--- config.mk ---
export PLATFORM = sky130hd
export DESIGN_NAME = store_buffer
export DESIGN_NICKNAME = d
export VERILOG_FILES = /design/src/rtl/store_buffer.sv
export SDC_FILE = /design/constraint.sdc
export NUM_CORES = 1
export LEC_CHECK = 0
export ABC_CLOCK_PERIOD_IN_PS = 11500
export CORE_ASPECT_RATIO = 2
export CORE_MARGIN = 2
export CORE_UTILIZATION = 50
export DETAILED_ROUTE_END_ITERATION = 8
export PLACE_DENSITY = 0.75
export SYNTH_ARGS = -nofsm -noshare
export SYNTH_HDL_FRONTEND = slang
export SYNTH_SLANG_ARGS = --single-unit
--- constraint.sdc ---
create_clock -name clk -period 11.5 [get_ports clk]
set_input_delay 2.875 -clock clk [delete_from_list [all_inputs] [get_ports clk]]
set_output_delay 2.875 -clock clk [all_outputs]
set_load 0.005 [all_outputs]
--- src/rtl/store_buffer.sv ---
// In-order store buffer between commit and data memory: drains one store per
// cycle into the memory write port and forwards the youngest matching store to loads.
module store_buffer #(
  parameter int DATA_WIDTH = 32,
  parameter int ADDR_WIDTH = 32,
  parameter int DEPTH      = 4
) (
  input  logic                    clk,
  input  logic                    reset,
  input  logic                    st_valid,
  output logic                    st_ready,
  input  logic [ADDR_WIDTH-1:0]   st_addr,
  input  logic [DATA_WIDTH-1:0]   st_data,
  input  logic                    drain_hold,
  input  logic                    ld_valid,
  input  logic [ADDR_WIDTH-1:0]   ld_addr,
  output logic [DATA_WIDTH-1:0]   ld_data,
  output logic                    ld_fwd,
  output logic [ADDR_WIDTH-1:0]   mem_read_addr,
  output logic                    mem_read_enable,
  input  logic [DATA_WIDTH-1:0]   mem_read_data,
  output logic [ADDR_WIDTH-1:0]   mem_write_addr,
  output logic [DATA_WIDTH-1:0]   mem_write_data,
  output logic                    mem_write_enable,
  output logic [$clog2(DEPTH):0]  count,
  output logic                    empty
);

  localparam int PTR_W = $clog2(DEPTH);
  localparam int CNT_W = PTR_W + 1;

  logic [ADDR_WIDTH-1:0] addr_q [DEPTH];
  logic [ADDR_WIDTH-1:0] addr_d [DEPTH];
  logic [DATA_WIDTH-1:0] data_q [DEPTH];
  logic [DATA_WIDTH-1:0] data_d [DEPTH];
  logic [PTR_W-1:0]      head_q, head_d;
  logic [PTR_W-1:0]      tail_q, tail_d;
  logic [CNT_W-1:0]      count_q, count_d;
  logic                  enq;
  logic                  drain;
  logic [PTR_W-1:0]      idx;

  // Store handshake: a store transfers on any cycle where st_valid && st_ready;
  // st_ready depends only on reset and occupancy, never on st_valid or draining.
  always_comb begin
    st_ready         = !reset && (count_q < CNT_W'(DEPTH));
    enq              = st_valid && st_ready;
    mem_write_enable = !reset && (count_q != '0) && !drain_hold;
    drain            = mem_write_enable;
    mem_write_addr   = addr_q[head_q];
    mem_write_data   = data_q[head_q];

    addr_d = addr_q;
    data_d = data_q;
    head_d = head_q;
    tail_d = tail_q;
    count_d = count_q;

    if (enq) begin
      addr_d[tail_q] = st_addr;
      data_d[tail_q] = st_data;
      tail_d         = tail_q + PTR_W'(1);
    end
    if (drain) head_d = head_q + PTR_W'(1);

    case ({enq, drain})
      2'b10:   count_d = count_q + CNT_W'(1);
      2'b01:   count_d = count_q - CNT_W'(1);
      default: count_d = count_q;
    endcase
  end

  // Walk oldest to youngest so the last hit wins; the draining head entry is
  // still counted, while this cycle's enqueue is not yet in count_q.
  always_comb begin
    ld_fwd  = 1'b0;
    ld_data = mem_read_data;
    idx     = head_q;
    for (int i = 0; i < DEPTH; i++) begin
      idx = head_q + PTR_W'(i);
      if (ld_valid && (CNT_W'(i) < count_q) && (addr_q[idx] == ld_addr)) begin
        ld_fwd  = 1'b1;
        ld_data = data_q[idx];
      end
    end
  end

  assign mem_read_addr   = ld_addr;
  assign mem_read_enable = ld_valid;
  assign count           = count_q;
  assign empty           = (count_q == '0);

  always_ff @(posedge clk) begin
    if (reset) begin
      head_q  <= '0;
      tail_q  <= '0;
      count_q <= '0;
    end else begin
      head_q  <= head_d;
      tail_q  <= tail_d;
      count_q <= count_d;
    end
  end

  // Entry payloads are not reset; occupancy comes from count_q alone.
  always_ff @(posedge clk) begin
    addr_q <= addr_d;
    data_q <= data_d;
  end

endmodule
==> results of run 1 <==
[routing by layer]
layer,up-vias,track usage (%),wire length [µm]
met5,-,0,0
met4,0,20.6,4290
met3,162,3.23,2370
met2,479,57.5,30300
met1,6359,29.0,17900
li1,5727,-,-
[registers in the layout (all words and copies together), names as in the netlist]
signal and flops:
addr_q 128, count 3, data_q 128, head_q 2, tail_q 2
[layout make-up]
type | instances | area [µm²] | area share, %
Multi-Input combinational cell | 969 | 8650 | 41.7
Sequential cell | 263 | 7840 | 37.8
Timing Repair Buffer | 291 | 2880 | 13.9
Clock inverter | 15 | 136 | 0.657
Inverter | 13 | 51.3 | 0.247
Clock buffer | 28 | 637 | 3.07
Antenna cell | 4 | 10.0 | 0.0482
Tap cell | 441 | 552 | 2.66
[critical path, stage by stage]
cell and delay (ns):
clkdlybuf4s50_1 0.67, nor2_1 0.52, a21oi_1 0.08, a31oi_1 0.21, nor4_1 0.12, nand4b_1 0.20, buf_4 0.47, or3b_1 0.47
nor2_2 0.73, buf_4 0.38, a221o_1 0.20, clkdlybuf4s50_1 0.52
[per-stage QoR]
stage                     util, %  instance area (µm²)
after floorplan                 -                17400
after global placement       58.1                20000
after detailed placement     58.1                20000
after CTS                    60.4                20700
after global routing         60.4                20700
final                        60.4                20700
[layout by cell type (no fill, tap or decap), types with 25 or more instances in the layout]
master and instances:
clkdlybuf4s50_1 268, edfxtp_1 256, mux2i_1 207, mux2_2 137, nor2_1 87, a21oi_1 87
mux4_2 58, xnor2_1 57, xor2_1 42, or3_1 35, a221o_1 32, o21ai_1 30
nand2_1 28, clkbuf_16 25
[final timing paths]
path,from,end,slack (ns),cells past startpoint
worst max-delay path,ld_addr[16],ld_data[10],1.14,12
worst min-delay path,tail_q[1],tail_q[1],0.58,2
worst max register to register,count[2],data_q[15],9.08,3
worst min register to register,tail_q[1],tail_q[1],0.58,2
[cell families after synthesis]
| group | after synthesis | synth area share, % |
|---|---|---|
| simple gates | 214 | 6.10 |
| fa+ha+maj | 9 | 0.647 |
| buf+inv | 158 | 5.58 |
| mux | 405 | 28.6 |
| flops | 263 | 45.0 |
| compound gates | 242 | 9.18 |
| xor+xnor | 99 | 4.98 |
[power by group]
group	switching [mW]	internal, mW	leakage (nW)
logic	0.348	0.335	4.11
clock network	0.352	0.444	0.381
registers	0.0302	1.08	2.38
total	0.730	1.86	6.88
==> reports/results.ini, run 1 <==
[placed_design]
placed_cells=1977
place_congestion=1.04
io_buffers=268
dp_hpwl_um=40700
dp_slack_ns=1.17

[sta]
maxSlewHeadroom_pct=35.6
period_share_pct=90.1
worstMarginPinSlew_ns=0.964
max_freq_mhz=96.5
slew_viol_final=0
setup_slack_ns=1.14
hold-worst-slack_ns=0.582
finalSetupViolations=0
finalClockSkew_ns=0.00809
grt_setup_unrepaired=false
hold_viol=0
period_needed_ns=10.36
tns_ns=0

[cells_and_area]
drive_above_1_share_pct=17.0
syn_to_final_growth_pct=19.2
fill_cells=2776
final_cells=2024
layout.nets=1704

[synth]
synth_top_area_share_pct=44.2
synthFlopType=edfxtp_1
synth_seq_cells=263
synth_edf_count=256
synthArstFlopShare_pct=0
synth_top_cell_by_area=edfxtp_1
avgSynthCellArea_um2=12.5
synth.area.top_cells=edfxtp_1 (44%), mux2i_1 (12%), mux2_2 (8.9%)
syn_area_mm2=0.0174
synth-seq-area-share_pct=45.0
yosys.cell_types.count=65
syn_inst=1390
yosysMostFrequentCell=edfxtp_1
ys_warn_count=0
synth_common_cells=edfxtp_1 (256), mux2i_1 (207), mux2_2 (137)
synth_nets=1532

[cts]
cts-root-buf=clkbuf_16
cts_sinks=263
numCtsBuffers=24
holdBufCountCts=0
post_cts_buffers=0
h-tree-depth=1
cts.repair.resized=0
clockBufferDepth=3
cts_tree=yes
worstSkewPairLatency_ns=0.54
clkTransAtPathRegs_ns=0.06

[grt]
grt_max_degree=174
grt_overflow=0
grt_pass1_wl_um=79800
antenna_found_initial=2
grt_pass1_vias=13300
grtUsageTotal_pct=29.9

[detailed_routing]
vias=12700
postRouteAntennaNets=0
via_per_inst=6.29
wl_per_cell_um=27.1
wl_um=54800
drtPass1Iterations=5
drt_iter0_drc=818
drc=0

[worst_setup_path]
crit_type=in2out
crit_required_ns=8.63
startpoint_type=input port
critPathMaxFanout=33
cp-end-kind=output port
critPathArrivalTime_ns=7.49

[floorplan]
core_area_mm2=0.0344
start_util_pct=50.7
fp.dieH_um=268
die-width_um=136
fp-row-count=96
io_pins=269
dieArea_mm2=0.0364

[worst_hold_path]
min_path_type=reg2reg

[job]
maxCapViolations=0

[pwr]
cellPowerDensity_mw_per_mm2=125
irDropWorstVdd_mv=0.151
p_total_mw=2.59
leakagePower_nw=6.88

[run_status]
run_status=finished, final reports clean

(Power assumes the default switching activity.)
==> inputs of run 2 (changes only) <==
PLACE_DENSITY = 0.74   (was 0.75)
==> run 2 against run 1 <==
Sequential power barely moved. Global-route usage is 0.12 points higher. Utilization shrank 0.32 points. Final area is 0.53% lower. Clock skew is 0.014 ns higher. Highest routed layer is now met5. Die area unchanged. Wire length up 0.66%. Clock power fell by 9.7%. Hold slack gained 0.0031 ns. Power is 2.8% lower.
==> reports/results.ini, run 2 (synthesized netlist as in run 1, its figures left out) <==
[cts]
worstSkewPairLatency_ns=0.55  ; about the same
cts.repair.resized=0  ; unchanged
cts_tree=yes
clkTransAtPathRegs_ns=0.07  ; about the same
cts-root-buf=clkbuf_16
cts_sinks=263  ; unchanged
post_cts_buffers=0  ; unchanged
holdBufCountCts=0  ; unchanged
numCtsBuffers=23  ; -4.2%
clockBufferDepth=3  ; unchanged
h-tree-depth=1  ; unchanged

[sta]
hold-worst-slack_ns=0.586  ; +0.00315 ns
slew_viol_final=0  ; unchanged
hold_viol=0  ; unchanged
period_needed_ns=10.17  ; -0.190 ns
maxSlewHeadroom_pct=28.8  ; -6.8 points
tns_ns=0  ; unchanged
max_freq_mhz=98.3  ; +1.9%
finalClockSkew_ns=0.0226  ; +0.0145 ns
finalSetupViolations=0  ; unchanged
period_share_pct=88.5  ; -1.6 points
worstMarginPinSlew_ns=1.04  ; +0.0746 ns
grt_setup_unrepaired=false

[floorplan]
fp.dieH_um=268  ; unchanged
die-width_um=136  ; unchanged
dieArea_mm2=0.0364  ; unchanged
start_util_pct=50.7  ; unchanged
fp-row-count=96  ; unchanged
io_pins=269  ; unchanged
core_area_mm2=0.0344  ; unchanged

[worst_setup_path]
crit_required_ns=8.63  ; about the same
startpoint_type=input port
crit_type=in2out
crit_chain=clkdlybuf4s50_1 -> inv_1 -> o2bb2ai_1 -> nor4_1 -> o2111ai_1 -> or4_4 -> nor3b_4 -> buf_4 -> mux2i_1 -> o21ai_1 -> a221o_1 -> clkdlybuf4s50_1
cp_common_cell=clkdlybuf4s50_1
cp-end-kind=output port
critPathMaxStageDelay_ns=0.73  ; about the same
critPathArrivalTime_ns=7.30  ; -0.19 ns
critPathMaxFanout=32  ; -3.0%
cp_slowest_cell=clkdlybuf4s50_1
r2r_slack_ns=9.03  ; -0.05 ns

[placed_design]
io_buffers=268  ; unchanged
dp_hpwl_um=39700  ; -2.4%
place_congestion=0.998  ; -4.0%

[cells_and_area]
syn_to_final_growth_pct=18.5
multi_input_area_mm2=0.00864  ; about the same
layout.nets=1703  ; -0.059%
drive_above_1_share_pct=16.8  ; -0.24 points
fill_cells=2899  ; +4.4%
layout_common_cells=clkdlybuf4s50_1 (268), edfxtp_1 (256), mux2i_1 (207)
area.sequential_mm2=0.00784  ; unchanged
final_common_cell=clkdlybuf4s50_1

[pwr]
leakagePower_nw=6.83  ; -0.63%
irDropWorstVdd_mv=0.124  ; -18%
cellPowerDensity_mw_per_mm2=122  ; -2.3%

[detailed_routing]
postRouteAntennaNets=0  ; unchanged
via_per_inst=6.27  ; -0.22%
vias=12700  ; -0.32%
drt_iter0_drc=719  ; -12%
drtPass1Iterations=5  ; unchanged
drc=0  ; unchanged
wl_per_cell_um=27.3  ; +0.76%
wl_um=55100  ; +0.66%

[run_status]
run_status=finished, final reports clean

[grt]
grt_max_degree=151  ; -13%
antenna_found_initial=5  ; +3
grt_overflow=0  ; unchanged
grtUsageTotal_pct=30.0  ; +0.12 points
grt_pass1_wl_um=79600  ; -0.28%
grt_pass1_vias=13000  ; -1.7%

[worst_hold_path]
min_path_type=reg2reg

[job]
maxCapViolations=0  ; unchanged

run 2: power breakdown:
part,internal (mW),switching (mW)
sequential,1.08,0.0299
combinational,0.335,0.351
clock,0.375,0.343
run 2: worst paths after layout:
check        startpoint          to  cells past startpoint
max          ld_addr[3]  ld_data[2]                     12
min           tail_q[1]   tail_q[1]                      2
max reg2reg    count[2]  addr_q[49]                      3
min reg2reg   tail_q[1]   tail_q[1]                      2
run 2: final cells by class:
cell class	count	share of cell area [%]
Multi-Input combinational cell	969	41.9
Sequential cell	263	38.0
Timing Repair Buffer	291	14.0
Inverter	13	0.249
Clock buffer	30	2.96
Tap cell	441	2.67
Clock inverter	12	0.285
Antenna cell	3	0.0364
run 2: critical path: cells and delay by family:
| kind | cells | cell delay (ns) |
|---|---|---|
| compound gates | 4 | 0.77 |
| buf+inv | 4 | 1.97 |
| mux | 1 | 0.28 |
| simple gates | 3 | 1.36 |
run 2: per-layer routing:
metal  global-route usage (%)  share of wire (%)
met3                     4.23                4.8
met2                     56.3                 55
met4                     20.9                7.8
met1                     29.7                 33
met5                        0              0.063
run 2: stage by stage:
stage	cell area (µm²)	std cells	util (%)	power [mW]	setup WS, ns
floorplan	17400	1390	-	1.55	3.36
global placement	20000	1977	58.1	1.80	1.36
detailed placement	20000	1977	58.1	1.81	1.41
CTS	20600	2019	60.1	2.53	1.37
global route	20600	2021	60.1	2.61	1.18
finish	20600	2022	60.1	2.52	1.33
==> inputs of run 3 (changes only) <==
PLACE_DENSITY = default   (was 0.74)
PLACE_DENSITY_LB_ADDON = 0.15   (was default)
==> run 3 against run 2 <==
Cell count is 0.20% higher. Power is 6.0% higher. Worst setup slack better by 0.071 ns. Sequential cell count stayed put. Final area is 1.0% higher. Global-route usage is 0.15 points lower. Maximum frequency is 0.71% higher. Wire length is 0.77% lower. Register-to-register slack worse by 0.10 ns. Utilization is 0.60 points higher. Count of clock-buffer cells in the layout is 3 lower. Die area stayed put. Critical path type unchanged.
==> reports/results.ini, run 3 (synthesized netlist as in run 1, its figures left out) <==
[sta]
finalClockSkew_ns=0.00970  ; -0.0129 ns
tns_ns=0  ; unchanged
period_share_pct=87.8  ; -0.62 points
maxSlewHeadroom_pct=30.6  ; +1.8 points
worstMarginPinSlew_ns=1.04  ; +0.00211 ns
hold_viol=0  ; unchanged
grt_setup_unrepaired=false
slew_viol_final=0  ; unchanged
period_needed_ns=10.10  ; -0.0714 ns
max_freq_mhz=99.0  ; +0.71%
finalSetupViolations=0  ; unchanged

[cts]
post_cts_buffers=0  ; unchanged
h-tree-depth=1  ; unchanged
cts-root-buf=clkbuf_16
holdBufCountCts=0  ; unchanged
cts_sinks=263  ; unchanged
worstSkewPairLatency_ns=0.55  ; about the same
numCtsBuffers=25  ; +8.7%
clockBufferDepth=3  ; unchanged
cts.repair.resized=0  ; unchanged
cts_tree=yes
clkTransAtPathRegs_ns=0.06  ; about the same

[worst_hold_path]
min_path_type=reg2reg

[pwr]
cellPowerDensity_mw_per_mm2=128  ; +5.0%
irDropWorstVdd_mv=0.121  ; -2.6%
leakagePower_nw=6.92  ; +1.3%

[worst_setup_path]
crit_chain=clkdlybuf4s50_1 -> xor2_1 -> nor4_1 -> nand4_1 -> o21bai_1 -> nor3b_4 -> buf_4 -> mux2i_1 -> o21ai_1 -> a221o_1 -> clkdlybuf4s50_1
cp-startpoint=ld_addr[16]
worstReg2RegEnd=head_q[1]
worstSetupEndpoint=ld_data[20]
critPathMaxFanout=32  ; unchanged
r2r_slack_ns=8.93  ; -0.10 ns
crit_required_ns=8.63  ; about the same
r2r_start=head_q[0]
cp_slowest_cell=clkdlybuf4s50_1
critPathArrivalTime_ns=7.23  ; -0.07 ns
ff2ff_path_depth=5  ; +2
cp-end-kind=output port
critPathMaxStageDelay_ns=0.84  ; +0.11 ns
cp_common_cell=clkdlybuf4s50_1
crit_type=in2out
startpoint_type=input port

[detailed_routing]
drt_iter0_drc=828  ; +15%
wl_per_cell_um=27.0  ; -0.96%
wl_um=54700  ; -0.77%
via_per_inst=6.25  ; -0.35%
drtPass1Iterations=5  ; unchanged
postRouteAntennaNets=0  ; unchanged
drc=0  ; unchanged
vias=12700  ; -0.15%

[floorplan]
fp.dieH_um=268  ; unchanged
die-width_um=136  ; unchanged
fp-row-count=96  ; unchanged
io_pins=269  ; unchanged
dieArea_mm2=0.0364  ; unchanged
start_util_pct=50.7  ; unchanged
core_area_mm2=0.0344  ; unchanged

[cells_and_area]
layout.nets=1707  ; +0.23%
drive_above_1_share_pct=17.3  ; +0.46 points
final_common_cell=clkdlybuf4s50_1
layout_common_cells=clkdlybuf4s50_1 (268), edfxtp_1 (256), mux2i_1 (207)
post-route-util_pct=60.7  ; +0.60 points
fill_cells=2904  ; +0.17%
syn_to_final_growth_pct=19.7

[job]
maxCapViolations=0  ; unchanged

[grt]
grtUsageTotal_pct=29.8  ; -0.15 points
grt_overflow=0  ; unchanged
grt_max_degree=135  ; -11%
grt_pass1_wl_um=79600  ; about the same
grt_pass1_vias=13000  ; +0.14%
antenna_found_initial=4  ; -1

[placed_design]
place_congestion=0.988  ; -1.1%
dp_hpwl_um=39900  ; +0.53%
io_buffers=268  ; unchanged

[run_status]
run_status=finished, final reports clean

run 3: final cells by class:
cell class	instances	area [µm²]	share of cell area [%]
clock inverters	17	229	1.10
multi-input cells	969	8640	41.5
flip-flops and latches	263	7840	37.6
inverters	13	51.3	0.246
clock buffers	27	633	3.04
well taps	441	552	2.65
repair buffers	293	2900	13.9
diodes	3	7.51	0.0360
run 3: through the flow:
stage | hold slack, ns | cell area (µm²) | instances | power (mW) | worst slack, ns
after floorplan | 0.506 | 17400 | 1390 | 1.55 | 3.36
after global placement | 0.529 | 20000 | 1979 | 1.80 | 1.48
after detailed placement | 0.550 | 20000 | 1979 | 1.81 | 1.46
after CTS | 0.559 | 20800 | 2023 | 2.69 | 1.45
after global routing | 0.603 | 20800 | 2026 | 2.77 | 1.25
final | 0.573 | 20800 | 2026 | 2.67 | 1.40
run 3: worst min path at each step:
stage	startpoint	to	slack (ns)	cells past startpoint
after global routing	tail_q[1]	tail_q[1]	0.60	2
after floorplan	tail_q[1]	tail_q[1]	0.51	2
after CTS	tail_q[1]	tail_q[1]	0.56	2
final	tail_q[1]	tail_q[1]	0.57	2
after detailed placement	tail_q[1]	tail_q[1]	0.55	2
after global placement	tail_q[1]	tail_q[1]	0.53	2
run 3: layer usage:
layer	wire [µm]	vias up	global-route usage, %	share of wire (%)
li1	-	5744	-	-
met1	17900	6277	29.8	33
met2	29800	492	56.1	54
met3	2610	152	3.51	4.8
met4	4440	2	21.1	8.1
met5	16	-	0	0.029
run 3: worst max-delay path, delay by kind of cell:
kind                   cells  cell delay (ns)
buffers and inverters      3             1.83
AND/OR/NAND/NOR            3             1.16
AO/OA/AOI/OAI              3             0.65
XOR/XNOR                   1             0.42
multiplexers               1             0.27
run 3: where the power goes:
group / internal [mW] / switching, mW
Sequential: 1.08 / 0.0300
Clock: 0.513 / 0.365
Combinational: 0.334 / 0.345
Total: 1.93 / 0.740
